File: src/rtl/seg7_disp_arbiter.sv
// seg7_disp_arbiter: round-robin/manual arbiter sharing one 8-digit seven-segment driver among N sources.
// Define SEG7_ARB_TAG_EN to show the grantee index on the top hex digit.
module seg7_disp_arbiter #(
  parameter int N = 4,
  parameter int DWELL_CYCLES = 100_000_000,
  localparam int IDX_W = $clog2(N)
) (
  input  logic              clk,
  input  logic              rstn,
  input  logic [N-1:0]      req,
  input  logic [32*N-1:0]   req_data,
  input  logic [N-1:0]      req_mode,
  input  logic              manual_en,
  input  logic [IDX_W-1:0]  manual_idx,
  input  logic              freeze,
  output logic [N-1:0]      gnt,
  output logic [IDX_W-1:0]  gnt_idx,
  output logic [31:0]       o_data,
  output logic              o_disp_mode,
  output logic              busy
);
  localparam int CW = $clog2(DWELL_CYCLES);
  typedef enum logic [1:0] {IDLE, ARB, SHOW} state_t;
  state_t state, state_n;
  logic [N-1:0] gnt_n;
  logic [IDX_W-1:0] idx_n, ptr, ptr_n, pick, midx;
  logic [CW-1:0] cnt, cnt_n;
  logic man, man_n, mode_n, sel_mode;
  logic [31:0] data_n, sel_data, shown;
  assign busy = state == SHOW;
  assign midx = (int'(manual_idx) >= N) ? IDX_W'(N - 1) : manual_idx;
  assign sel_data = req_data[32*int'(gnt_idx) +: 32];
  assign sel_mode = req_mode[gnt_idx];
`ifdef SEG7_ARB_TAG_EN
  assign shown = sel_mode ? sel_data : {4'(gnt_idx), sel_data[27:0]};
`else
  assign shown = sel_data;
`endif
  // Scan offsets high to low so the nearest requester after ptr wins.
  always_comb begin
    pick = '0;
    for (int i = N; i >= 1; i--)
      if (req[IDX_W'((int'(ptr) + i) % N)]) pick = IDX_W'((int'(ptr) + i) % N);
  end
  always_comb begin
    state_n = state;
    gnt_n = gnt;
    idx_n = gnt_idx;
    ptr_n = ptr;
    cnt_n = cnt;
    man_n = man;
    data_n = (state == SHOW && !freeze) ? shown : o_data;
    mode_n = (state == SHOW && !freeze) ? sel_mode : o_disp_mode;
    if (manual_en) begin
      state_n = SHOW;
      gnt_n = N'(1) << midx;
      idx_n = midx;
      cnt_n = '0;
      man_n = 1'b1;
    end else begin
      case (state)
        IDLE: state_n = |req ? ARB : IDLE;
        ARB: begin
          state_n = |req ? SHOW : IDLE;
          if (|req) begin
            gnt_n = N'(1) << pick;
            idx_n = pick;
            ptr_n = pick;
            cnt_n = '0;
          end
        end
        SHOW: begin
          if (man) begin
            state_n = ARB;
            gnt_n = '0;
            man_n = 1'b0;
          end else if (!req[gnt_idx]) begin
            state_n = |req ? ARB : IDLE;
            gnt_n = '0;
          end else if (cnt == CW'(DWELL_CYCLES - 1)) begin
            cnt_n = '0;
            if (|(req & ~gnt)) begin
              state_n = ARB;
              gnt_n = '0;
            end
          end else cnt_n = cnt + 1'b1;
        end
        default: state_n = IDLE;
      endcase
    end
  end
  always_ff @(posedge clk or negedge rstn) begin
    if (!rstn) begin
      state <= IDLE;
      gnt <= '0;
      gnt_idx <= '0;
      ptr <= IDX_W'(N - 1);
      cnt <= '0;
      man <= 1'b0;
      o_data <= '0;
      o_disp_mode <= 1'b0;
    end else begin
      state <= state_n;
      gnt <= gnt_n;
      gnt_idx <= idx_n;
      ptr <= ptr_n;
      cnt <= cnt_n;
      man <= man_n;
      o_data <= data_n;
      o_disp_mode <= mode_n;
    end
  end
endmodule

File: config.mk
export PLATFORM = sky130hd
export DESIGN_NAME = seg7_disp_arbiter
export DESIGN_NICKNAME = d
export VERILOG_FILES = /design/src/rtl/seg7_disp_arbiter.sv
export SDC_FILE = /design/constraint.sdc
export NUM_CORES = 1
export LEC_CHECK = 0
export BUFFER_PORTS_ARGS = -buffer_cell sky130_fd_sc_hd__buf_2
export CAP_MARGIN = 10
export CORE_ASPECT_RATIO = 1.5
export CORE_UTILIZATION = 49
export DETAILED_ROUTE_END_ITERATION = 6
export HOLD_SLACK_MARGIN = 0.02
export PLACE_DENSITY = 0.82
export SYNTH_ARGS = -nofsm -noshare
export SYNTH_HDL_FRONTEND = slang
export SYNTH_SLANG_ARGS = --single-unit
File: constraint.sdc
create_clock -name clk -period 2.7 [get_ports clk]
set_input_delay 0 -clock clk [delete_from_list [all_inputs] [get_ports clk]]
set_output_delay 0 -clock clk [all_outputs]
set_load 0.03 [all_outputs]
## Yosys cells after proc, flatten, opt, wreduce, memory -nomap -nowiden

Index checks and enable logic that the tools add are counted.

- Bits in registers: 71
- Bits of input ports: 142
- Output and inout port bits: 40
- Word-level logic and storage cells: 92

- Add/subtract/negate cells: 5
- Order comparisons: 5
- Equal/unequal tests: 8
- Shifts and indexed selects: 3
- Muxes and demuxes: 46
- Bitwise gates (word level): 3
- Reduce and logical (&&, ||, !) cells: 14

Operator list:

| cell | count |
|---|---|
| $mux W27 | 5 |
| $shiftx A128 B8 Y32 | 1 |
| $pmux W27 S2 | 1 |
| $add A27 B1 Y27 const B | 1 |
| $eq A27 B27 Y1 const B | 1 |
| $mux W2 | 13 |
| $mux W4 | 6 |
| $lt A2 B4 Y1 const B | 4 |
| $mux W1 | 13 |
| $bmux W1 S2 | 6 |
| $ne A5 B4 Y1 const B | 2 |
| $pmux W4 S2 | 1 |
| $reduce_and A4 Y1 | 2 |
| $reduce_or A4 Y1 | 2 |
| $shl A1 B2 Y4 const A | 2 |
| $ne A3 B3 Y1 const B | 2 |
| $pmux W2 S3 | 1 |
| $reduce_bool A2 Y1 | 3 |
| $add A2 B1 Y2 const B | 2 |
| $add A2 B2 Y2 const B | 2 |
| $and A4 B4 Y4 | 1 |
| $not A4 Y4 | 1 |
| $reduce_and A2 Y1 | 2 |
| $lt A2 B3 Y1 const B | 1 |
| 9 further kinds | 9 |

## Logic depth before layout (Yosys ltp)

Gate-level depths: netlist of the first run.

- Depth after elaboration: 12
- Mapped depth: 8
- Mapped depth without buffers: 6

## Least setup slack after synthesis of the first run

OpenSTA, ideal clock, no wires.

- Kind: register -> register
- Start point: reg gnt_idx[0]
- End point: reg o_data[11]
- Setup time: 128 ps
- Arrival time: 2107 ps
- Data required time: 2572 ps
- Setup slack: 465 ps
- Stages on the path, launching flop included: 5
- Path through: dfrtp_1 buf_4 buf_1 mux4_2 mux2_1

- Cells in the longest elaborated chain, start to end: 1

RTL lines:

| what | RTL line | RTL |
|---|---|---|
| start: declaration | 17 | `output logic [IDX_W-1:0] gnt_idx,` |
| start signal: assignment | 105 | `gnt_idx <= idx_n;` |
| $shiftx A128 B8 Y32 | 32 | `assign sel_data = req_data[32*int'(gnt_idx) +: 32];` |
| end signal: assignment | 109 | `o_data <= data_n;` |
| end: declaration | 18 | `output logic [31:0] o_data,` |

No other way between the ends.
A chain may end at the register's enable or synchronous reset.

## Final worst setup path of the first run

- Start point: reg ptr[1]
- End point: reg gnt_idx[0]

- Cells in the longest elaborated chain, start to end: 11
- Elaborated cells between the ends (all ways): 23

RTL lines:

| what | RTL line | RTL |
|---|---|---|
| start: declaration | 26 | `logic [IDX_W-1:0] idx_n, ptr, ptr_n, pick, midx;` |
| start signal: assignment | 97 | `ptr <= IDX_W'(N - 1);` |
| start signal: assignment | 106 | `ptr <= ptr_n;` |
| $add A2 B1 Y2 | 43 | `if (req[IDX_W'((int'(ptr) + i) % N)]) pick = IDX_W'((int'(ptr) + i) % N);` |
| $bmux W1 S2 | 43 |  |
| $mux W1 (implied by the code) (2 in a row) | 43 |  |
| $mux W2 (3 in a row) | 43 |  |
| $mux W2 (*) | 43 |  |
| $mux W2 (*) | 65 | `if (\|req) begin` |
| $mux W2 (*) | 61 | `case (state)` |
| $mux W2 (*) | 54 | `if (manual_en) begin` |

Every way passes the cells marked *; elsewhere a longest branch is shown, timed or not. The select of a mux whose other input is x is not followed.

==> summary.md, run 1 <==
| Metric | Value |
|---|---|
| Outcome | complete, no violations |
| Count of different cell masters after synthesis | 54 |
| Vias | 3825 |
| Post-DP HPWL | 9426 um |
| Synthesized area per cell | 12.27 sq um |
| HP Class | in2reg |
| Slowest stage delay, CP | 590 ps |
| Std cell rows | 41 |
| Worst Max-Slew Pin Slew | 744.5 ps |
| Sequential Power Share | 34.2% |
| Critical path arrival | 2620 ps |
| CTS tree | done |
| Number of synthesized flops with an enable pin | 0 |
| Filler cells | 612 |
| Post-CTS sizing | 0 |
| CTS clk-pin slew, worst paths | 60 ps |
| Cell-internal power | 2.771 mW |
| Dominant cell type by area after synthesis | dfrtp_1 |
| Routed WL | 12230 um |
| Die ar. | 9126 sq um |
| Syn nets | 492 |
| Critical Path RT | 2960 ps |
| CP Launch Type | flop |
| Synth Instances | 349 |
| Rel. slew slack | 49.84% |
| Sw Share | 32.37% |
| Core footprint | 8464 sq um |
| Die width | 78.34 um |
| Worst setup path category | reg2reg |
| Slew Limit Fails | 0 |
| Port bufs | 181 |
| Clock Sinks | 71 |
| Boundary pin count | 182 |
| P&R area growth vs syn | 33.16% |
| DIE HEIGHT | 116.5 um |
| Vias in the first global route | 3869 |
| DRC Markers | 0 |
| Max-cap violations | 0 |
| Worst Skew | 6.213 ps |
| Leak | 2.537 nW |
| Gr usage total | 27.68% |
| Final setup vio count | 0 |
| Vias/cell | 5.930 |
| CTS Buffer Depth | 2 |
| Minimum clock period after layout | 2360 ps |
| Worst path bufs/invs | 1 |
| Predominant post-synthesis flop cell | dfrtp_1 |
| Post-CTS Hold Buffers | 6 |
| Initial antenna violation count | 5 |
| Synth area leaders | dfrtp_1 40%, mux4_2 18%, mux2_1 5.8%, mux2_2 4.5%, xnor2_1 4.3% |
| Worst VDD drop | 0.4176 mV |
| Most instantiated cells after synthesis | 69 x dfrtp_1, 34 x mux4_2, 24 x nor2_1, 22 x mux2_1, 22 x nand2_1 |
| RSZ-0062 raised after global routing | false |
| Synth async-reset ratio | 100.0% |
| DR iter-0 viols | 172 |
| GRT overflow | 0 |
| Synth Warn # | 0 |
| Flop and latch count out of synthesis | 71 |
| Clock share of power | 33.8% |
| Hold Vio Cnt, Final | 0 |
| H-tree depth | 3 |
| Pre-CTS WS | 642.0 ps |
| Layout cells sized above 1 | 51.49% |
| DR WL/cell | 18.96 um |
| Initial core utilization | 50.60% |
| Postcts setup bufs | 0 |
| CP max FO | 7 |
| Critical path endpoint category | flop |
| Final worst-path cycle share | 87.41% |
| Setup TNS | 0 ps |
| Final net count | 674 |
| Most common cell in the netlist | dfrtp_1 |
| Cell family with most CP delay | compound AO/OA/AOI/OAI gates |
| Largest net degree at the start of global routing | 36 |
| CP Cell Sequence | nand2b_1 > a21boi_1 > o21ai_0 > mux2i_1 > o21ai_0 > dlygate4sd3_1 |
| First-pass GRT wire length | 18870 um |
| Yosys top cell area share | 40.32% |
| Cell at the slowest stage of the critical path | dfstp_2 |
| Pwr Density | 718.5 nW/um^2 |
| Comb pwr share | 32.0% |
| Hold slack | 89.92 ps |
| Pre-antenna DRT Iters | 4 |
| Worst-skew pair later-pin latency | 330 ps |
| TritonCTS Buffers | 9 |
| Final worst setup slack | 340.0 ps |
| Crit-path most repeated cell | o21ai_0 |
| Cell Area, Synth | 4283 sq um |
| Fmax | 423.7 MHz |
| Register area share after synthesis | 41.54% |
| Final ANT Viol Nets | 0 |
| Net switching power | 1.326 mW |
| Clock root buffer | clkbuf_16 |
| GPL Wtd Cong | 0.9478 |
-- metal layers --
metal	share of wire, %	GRT usage (%)	wire (um)	vias to the layer above
met4	2.9	12.59	352	8
met2	50	47.72	6163	217
met3	10	8.828	1239	37
met1	36	31.36	4419	1861
li1	-	-	-	1702
met5	0.45	0	55	-
-- cell families after synthesis --
kind of cell             Yosys count  share of synthesized area [%]
flip-flops                        71                          41.54
multiplexers                      76                          28.83
AND/OR/NAND/NOR                   99                          12.24
buffers and inverters             31                          3.272
XOR/XNOR                          21                          4.295
AO/OA/AOI/OAI                     50                          9.524
adder cells (fa/ha/maj)            1                         0.2921
-- power by group through the flow --
stage / combinational [mW] / clock, mW / sequential, mW
4_1_cts: 1.32 / 1.41 / 1.40
3_5_place_dp: 1.31 / 0 / 1.41
6_report: 1.31 / 1.39 / 1.40
2_1_floorplan: 0.502 / 0 / 1.78
5_1_grt: 1.39 / 1.45 / 1.42
3_3_place_gp: 1.27 / 0 / 1.40
-- metrics by stage --
step | power, mW | instance area, sq um | utilization [%] | instances
2_1_floorplan | 2.279 | 4283 | - | 349
3_3_place_gp | 2.673 | 5281 | 62.39 | 621
3_5_place_dp | 2.726 | 5281 | 62.39 | 621
4_1_cts | 4.127 | 5698 | 67.32 | 643
5_1_grt | 4.266 | 5700 | 67.35 | 644
6_report | 4.097 | 5703 | 67.38 | 645
-- sequential cells by signal (all words and copies together) (netlist names) --
name,count
o_disp_mode,1
state,2
ptr,2
gnt,4
man,1
cnt,27
o_data,32
gnt_idx,2
-- area by class of cell --
type / count / area, sq um / share of cell area [%]
diodes: 2 / 5.005 / 0.08776
flip-flops and latches: 71 / 1780 / 31.22
repair buffers: 196 / 1033 / 18.12
clock buffers: 11 / 252.7 / 4.432
multi-input cells: 247 / 2371 / 41.58
inverters: 6 / 22.52 / 0.3949
well taps: 107 / 133.9 / 2.348
clock inverters: 5 / 103.9 / 1.821
-- worst min-delay path, cell delays in order --
cell and delay, ps:
buf_2 70, mux4_2 210, mux2_1 110
-- final timing paths --
path / from / end / slack [ps] / cells after the start
max in group asynchronous: rstn / gnt_idx[0] / 1790 / 3
max reg2reg: ptr[1] / gnt_idx[0] / 340 / 6
min reg2reg: o_data[11] / o_data[11] / 480 / 1
min: req_data[70] / o_data[6] / 90 / 3
min in group asynchronous: rstn / o_data[26] / 130 / 2
max: ptr[1] / gnt_idx[0] / 340 / 6
-- placed cells by master (no fill, tap or decap), types with 2 or more instances in the layout --
cell type	count
clkbuf_8	2
and4_1	5
a31o_2	2
o31a_1	2
a2111oi_2	8
a211oi_1	5
xnor2_1	21
buf_2	181
o21ai_0	6
mux2_1	22
a21boi_1	2
a21oi_1	10
nand4_1	8
nor4_1	3
clkbuf_16	9
dfstp_2	2
inv_1	5
nand3_1	6
or3_1	2
a21o_1	2
mux2_2	17
mux2i_1	3
nor3_1	4
and3_1	7
a21oi_2	2
mux4_2	34
dlygate4sd3_1	6
nor2_1	24
diode_2	2
nand2_1	22
bufinv_16	3
nand2b_1	7
a2111oi_0	2
dfrtp_1	68
and2_1	2
buf_4	9
Note: power is estimated with default switching activity, not from simulation.
==> run 2, diff against run 1 <==
--- a/config.mk
+++ b/config.mk
@@ -5,13 +5,14 @@
 export SDC_FILE = /design/constraint.sdc
 export NUM_CORES = 1
 export LEC_CHECK = 0
+export ABC_AREA = 1
 export BUFFER_PORTS_ARGS = -buffer_cell sky130_fd_sc_hd__buf_2
 export CAP_MARGIN = 10
 export CORE_ASPECT_RATIO = 1.5
-export CORE_UTILIZATION = 49
+export CORE_UTILIZATION = 50
 export DETAILED_ROUTE_END_ITERATION = 6
 export HOLD_SLACK_MARGIN = 0.02
-export PLACE_DENSITY = 0.82
+export PLACE_DENSITY = 0.81
 export SYNTH_ARGS = -nofsm -noshare
 export SYNTH_HDL_FRONTEND = slang
 export SYNTH_SLANG_ARGS = --single-unit
==> run 2 against run 1 <==
Combinational power up 62%. First-iteration DRC count grew 84%. Worst setup slack gained 450 ps. Via count rose by 39%.
==> summary.md, run 2 <==
| Metric | Value |
|---|---|
| Port bufs | 181 (unchanged) |
| Setup TNS | 0 ps (unchanged) |
| Worst-skew pair later-pin latency | 340 ps (was 330 ps) |
| Rel. slew slack | 37.37% (was 49.84%) |
| Dominant cell type by area after synthesis | dfrtp_1 (unchanged) |
| Largest reg by FF count | o_data (unchanged) |
| Worst Skew | 7.261 ps (was 6.213 ps) |
| CTS Buffer Depth | 2 (unchanged) |
| RSZ-0062 raised after global routing | false (unchanged) |
| Largest net degree at the start of global routing | 67 (was 36) |
| Dpl cells | 938 (was 621) |
| Most common cell in the netlist | nor2_1 (was dfrtp_1) |
| Initial core utilization | 52.13% (was 50.60%) |
| Routed WL | 15590 um (was 12230 um) |
| Count of different cell masters after synthesis | 42 (was 54) |
| Slew Limit Fails | 0 (unchanged) |
| Area of the multi-input gates | 2723 sq um (was 2371 sq um) |
| Synth Warn # | 0 (unchanged) |
| Critical path endpoint category | flop (unchanged) |
| Vias in the first global route | 4998 (was 3869) |
| Final worst setup slack | 789.1 ps (was 340.0 ps) |
| Core footprint | 9361 sq um (was 8464 sq um) |
| H-tree depth | 3 (unchanged) |
| CTS clk-pin slew, worst paths | 60 ps (about the same) |
| Worst setup path category | reg2reg (unchanged) |
| CP max FO | 31 (was 7) |
| DIE HEIGHT | 123.0 um (was 116.5 um) |
| Pre-antenna DRT Iters | 5 (was 4) |
| GRT overflow | 0 (unchanged) |
| Critical path arrival | 2140 ps (was 2620 ps) |
| Final ANT Viol Nets | 0 (unchanged) |
| Synthesized area per cell | 7.316 sq um (was 12.27 sq um) |
| Final net count | 983 (was 674) |
| Leak | 2.972 nW (was 2.537 nW) |
| Register area share after synthesis | 36.46% (was 41.54%) |
| Biggest regs | o_data: 32 flops, cnt: 27 flops, gnt: 4 flops (unchanged) |
| Vias/cell | 5.556 (was 5.930) |
| Synth area leaders | dfrtp_1 35%, nor2_1 9.8%, nand2_1 8.9%, o21ai_0 7.9%, mux2_2 7.6% (was dfrtp_1 40%, mux4_2 18%, mux2_1 5.8%, mux2_2 4.5%, xnor2_1 4.3%) |
| Layout cells sized above 1 | 33.37% (was 51.49%) |
| TritonCTS Buffers | 9 (unchanged) |
| Hold depth | 3 (unchanged) |
| Filler cells | 809 (was 612) |
| Boundary pin count | 182 (unchanged) |
| Pre-CTS WS | 783.9 ps (was 642.0 ps) |
| Most frequent cells in the layout | 181 x buf_2, 127 x nor2_1, 116 x nand2_1 (was 181 x buf_2, 68 x dfrtp_1, 34 x mux4_2) |
| DR iter-0 viols | 317 (was 172) |
| Clock root buffer | clkbuf_16 (unchanged) |
| CP Launch Type | flop (unchanged) |
| Final Power | 4.886 mW (was 4.097 mW) |
| Sequential cell area | 1780 sq um (unchanged) |
| Gr usage total | 31.52% (was 27.68%) |
| Critical Path RT | 2930 ps (was 2960 ps) |
| HP Class | in2reg (unchanged) |
| P&R area growth vs syn | 26.74% (was 33.16%) |
| Post-DP HPWL | 12040 um (was 9426 um) |
| Syn nets | 810 (was 492) |
| Final setup vio count | 0 (unchanged) |
| Worst Max-Slew Pin Slew | 939.5 ps (was 744.5 ps) |
| R2R depth | 10 (was 6) |
| Final cell count without fillers | 960 (was 645) |
| DRC Markers | 0 (unchanged) |
| Die ar. | 10170 sq um (was 9126 sq um) |
| Pwr Density | 790.0 nW/um^2 (was 718.5 nW/um^2) |
| GPL Wtd Cong | 1.039 (was 0.9478) |
| Final worst-path cycle share | 70.77% (was 87.41%) |
| Clock Sinks | 71 (unchanged) |
| Synth Instances | 667 (was 349) |
| Minimum clock period after layout | 1911 ps (was 2360 ps) |
| Postcts setup bufs | 0 (unchanged) |
| Yosys top cell area share | 35.38% (was 40.32%) |
| Hold slack | 38.27 ps (was 89.92 ps) |
| Most common cell after layout, fill and taps aside | buf_2 (unchanged) |
| Initial antenna violation count | 7 (was 5) |
| Max reg flops | 32 (unchanged) |
| Worst VDD drop | 0.4736 mV (was 0.4176 mV) |
| Hold Vio Cnt, Final | 0 (unchanged) |
| Cell Area, Synth | 4880 sq um (was 4283 sq um) |
| Std cell rows | 43 (was 41) |
| Most instantiated cells after synthesis | 127 x nor2_1, 116 x nand2_1, 77 x o21ai_0, 69 x dfrtp_1, 50 x inv_1 (was 69 x dfrtp_1, 34 x mux4_2, 24 x nor2_1, 22 x mux2_1, 22 x nand2_1) |
| DR WL/cell | 16.24 um (was 18.96 um) |
| Fmax | 523.3 MHz (was 423.7 MHz) |
| Flop and latch count out of synthesis | 71 (unchanged) |
| Number of synthesized flops with an enable pin | 0 (unchanged) |
| Die width | 82.66 um (was 78.34 um) |
| Predominant post-synthesis flop cell | dfrtp_1 (unchanged) |
| Synth async-reset ratio | 100.0% (unchanged) |
| Outcome | complete, no violations (unchanged) |
| CTS tree | done (unchanged) |
| Max-cap violations | 0 (unchanged) |
| First-pass GRT wire length | 23760 um (was 18870 um) |
| Vias | 5334 (was 3825) |
[run 2: changes by cell type after synthesis, moves of 8 or more]
cell       previous run  this run
nor2_1               24       127
nand2_1              22       116
o21ai_0               6        77
inv_1                 5        50
mux4_2               34         0
o22ai_1               1        33
nand3_1               6        33
mux2_1               22         0
xnor2_1              21         3
mux2_2               17        33
clkbuf_1              9        19
a2111oi_2             8         0
inv_2                 0         8
[run 2: layout make-up]
cell class	instances	area share [%]
clock inverters	3	0.6878
repair buffers	191	16.18
diodes	3	0.1214
clock buffers	13	4.208
well taps	112	2.266
multi-input cells	507	44.02
inverters	60	3.722
flip-flops and latches	71	28.79
[run 2: through the flow]
stage,util [%],cell area (sq um)
after global routing,66.04,6182
after CTS,65.99,6177
final,66.07,6185
after detailed placement,62.43,5844
after floorplan,-,4880
after global placement,62.43,5844
[run 2: cell families after synthesis]
logic type / after synthesis / share of synthesized area [%]
AOI/OAI and AO/OA: 136 / 15.85
xor gates and xnor gates: 9 / 1.615
adders and majority gates: 1 / 0.2564
buffers and inverters: 89 / 7.744
DFF: 71 / 36.46
muxes: 33 / 7.615
and+or+nand+nor: 328 / 30.46
[run 2: repair_timing]
action / 4_1_cts / 5_1_grt
endpoints found under the hold margin: 39 / 0
hold buffers: 3 / 0
resized for setup: 0 / 0
[run 2: path summary, 6_finish.rpt]
check,end,slack [ps],from
min in group asynchronous,cnt[22],320,rstn
worst min-delay path,gnt_idx[0],40,manual_idx[0]
worst max register to register,cnt[8],790,gnt_idx[0]
worst max-delay path,cnt[8],790,gnt_idx[0]
worst min register to register,o_data[26],500,o_data[26]
max in group asynchronous,ptr[1],1620,rstn
[run 2: power by group]
part           switching, mW  internal, mW
logic                   1.40         0.718
registers              0.196          1.36
clock network          0.442         0.764
total                   2.04          2.84
[run 2: layer usage]
metal / vias up / share of wire (%) / track usage [%]
li1: 2573 / - / -
met1: 2449 / 37 / 31.69
met2: 235 / 50 / 54.05
met3: 69 / 7.7 / 10.18
met4: 8 / 5.1 / 21.01
met5: - / 0.38 / 0
[run 2: worst max-delay path: stages, from the launching register on]
cell and delay, ps:
dfrtp_2 380, buf_4 280, nand2_1 80, nand3_1 90, nand3_1 120, nand2_2 130, nand2_8 140, inv_6 180
nand2_4 150, inv_2 160, nor2_1 70
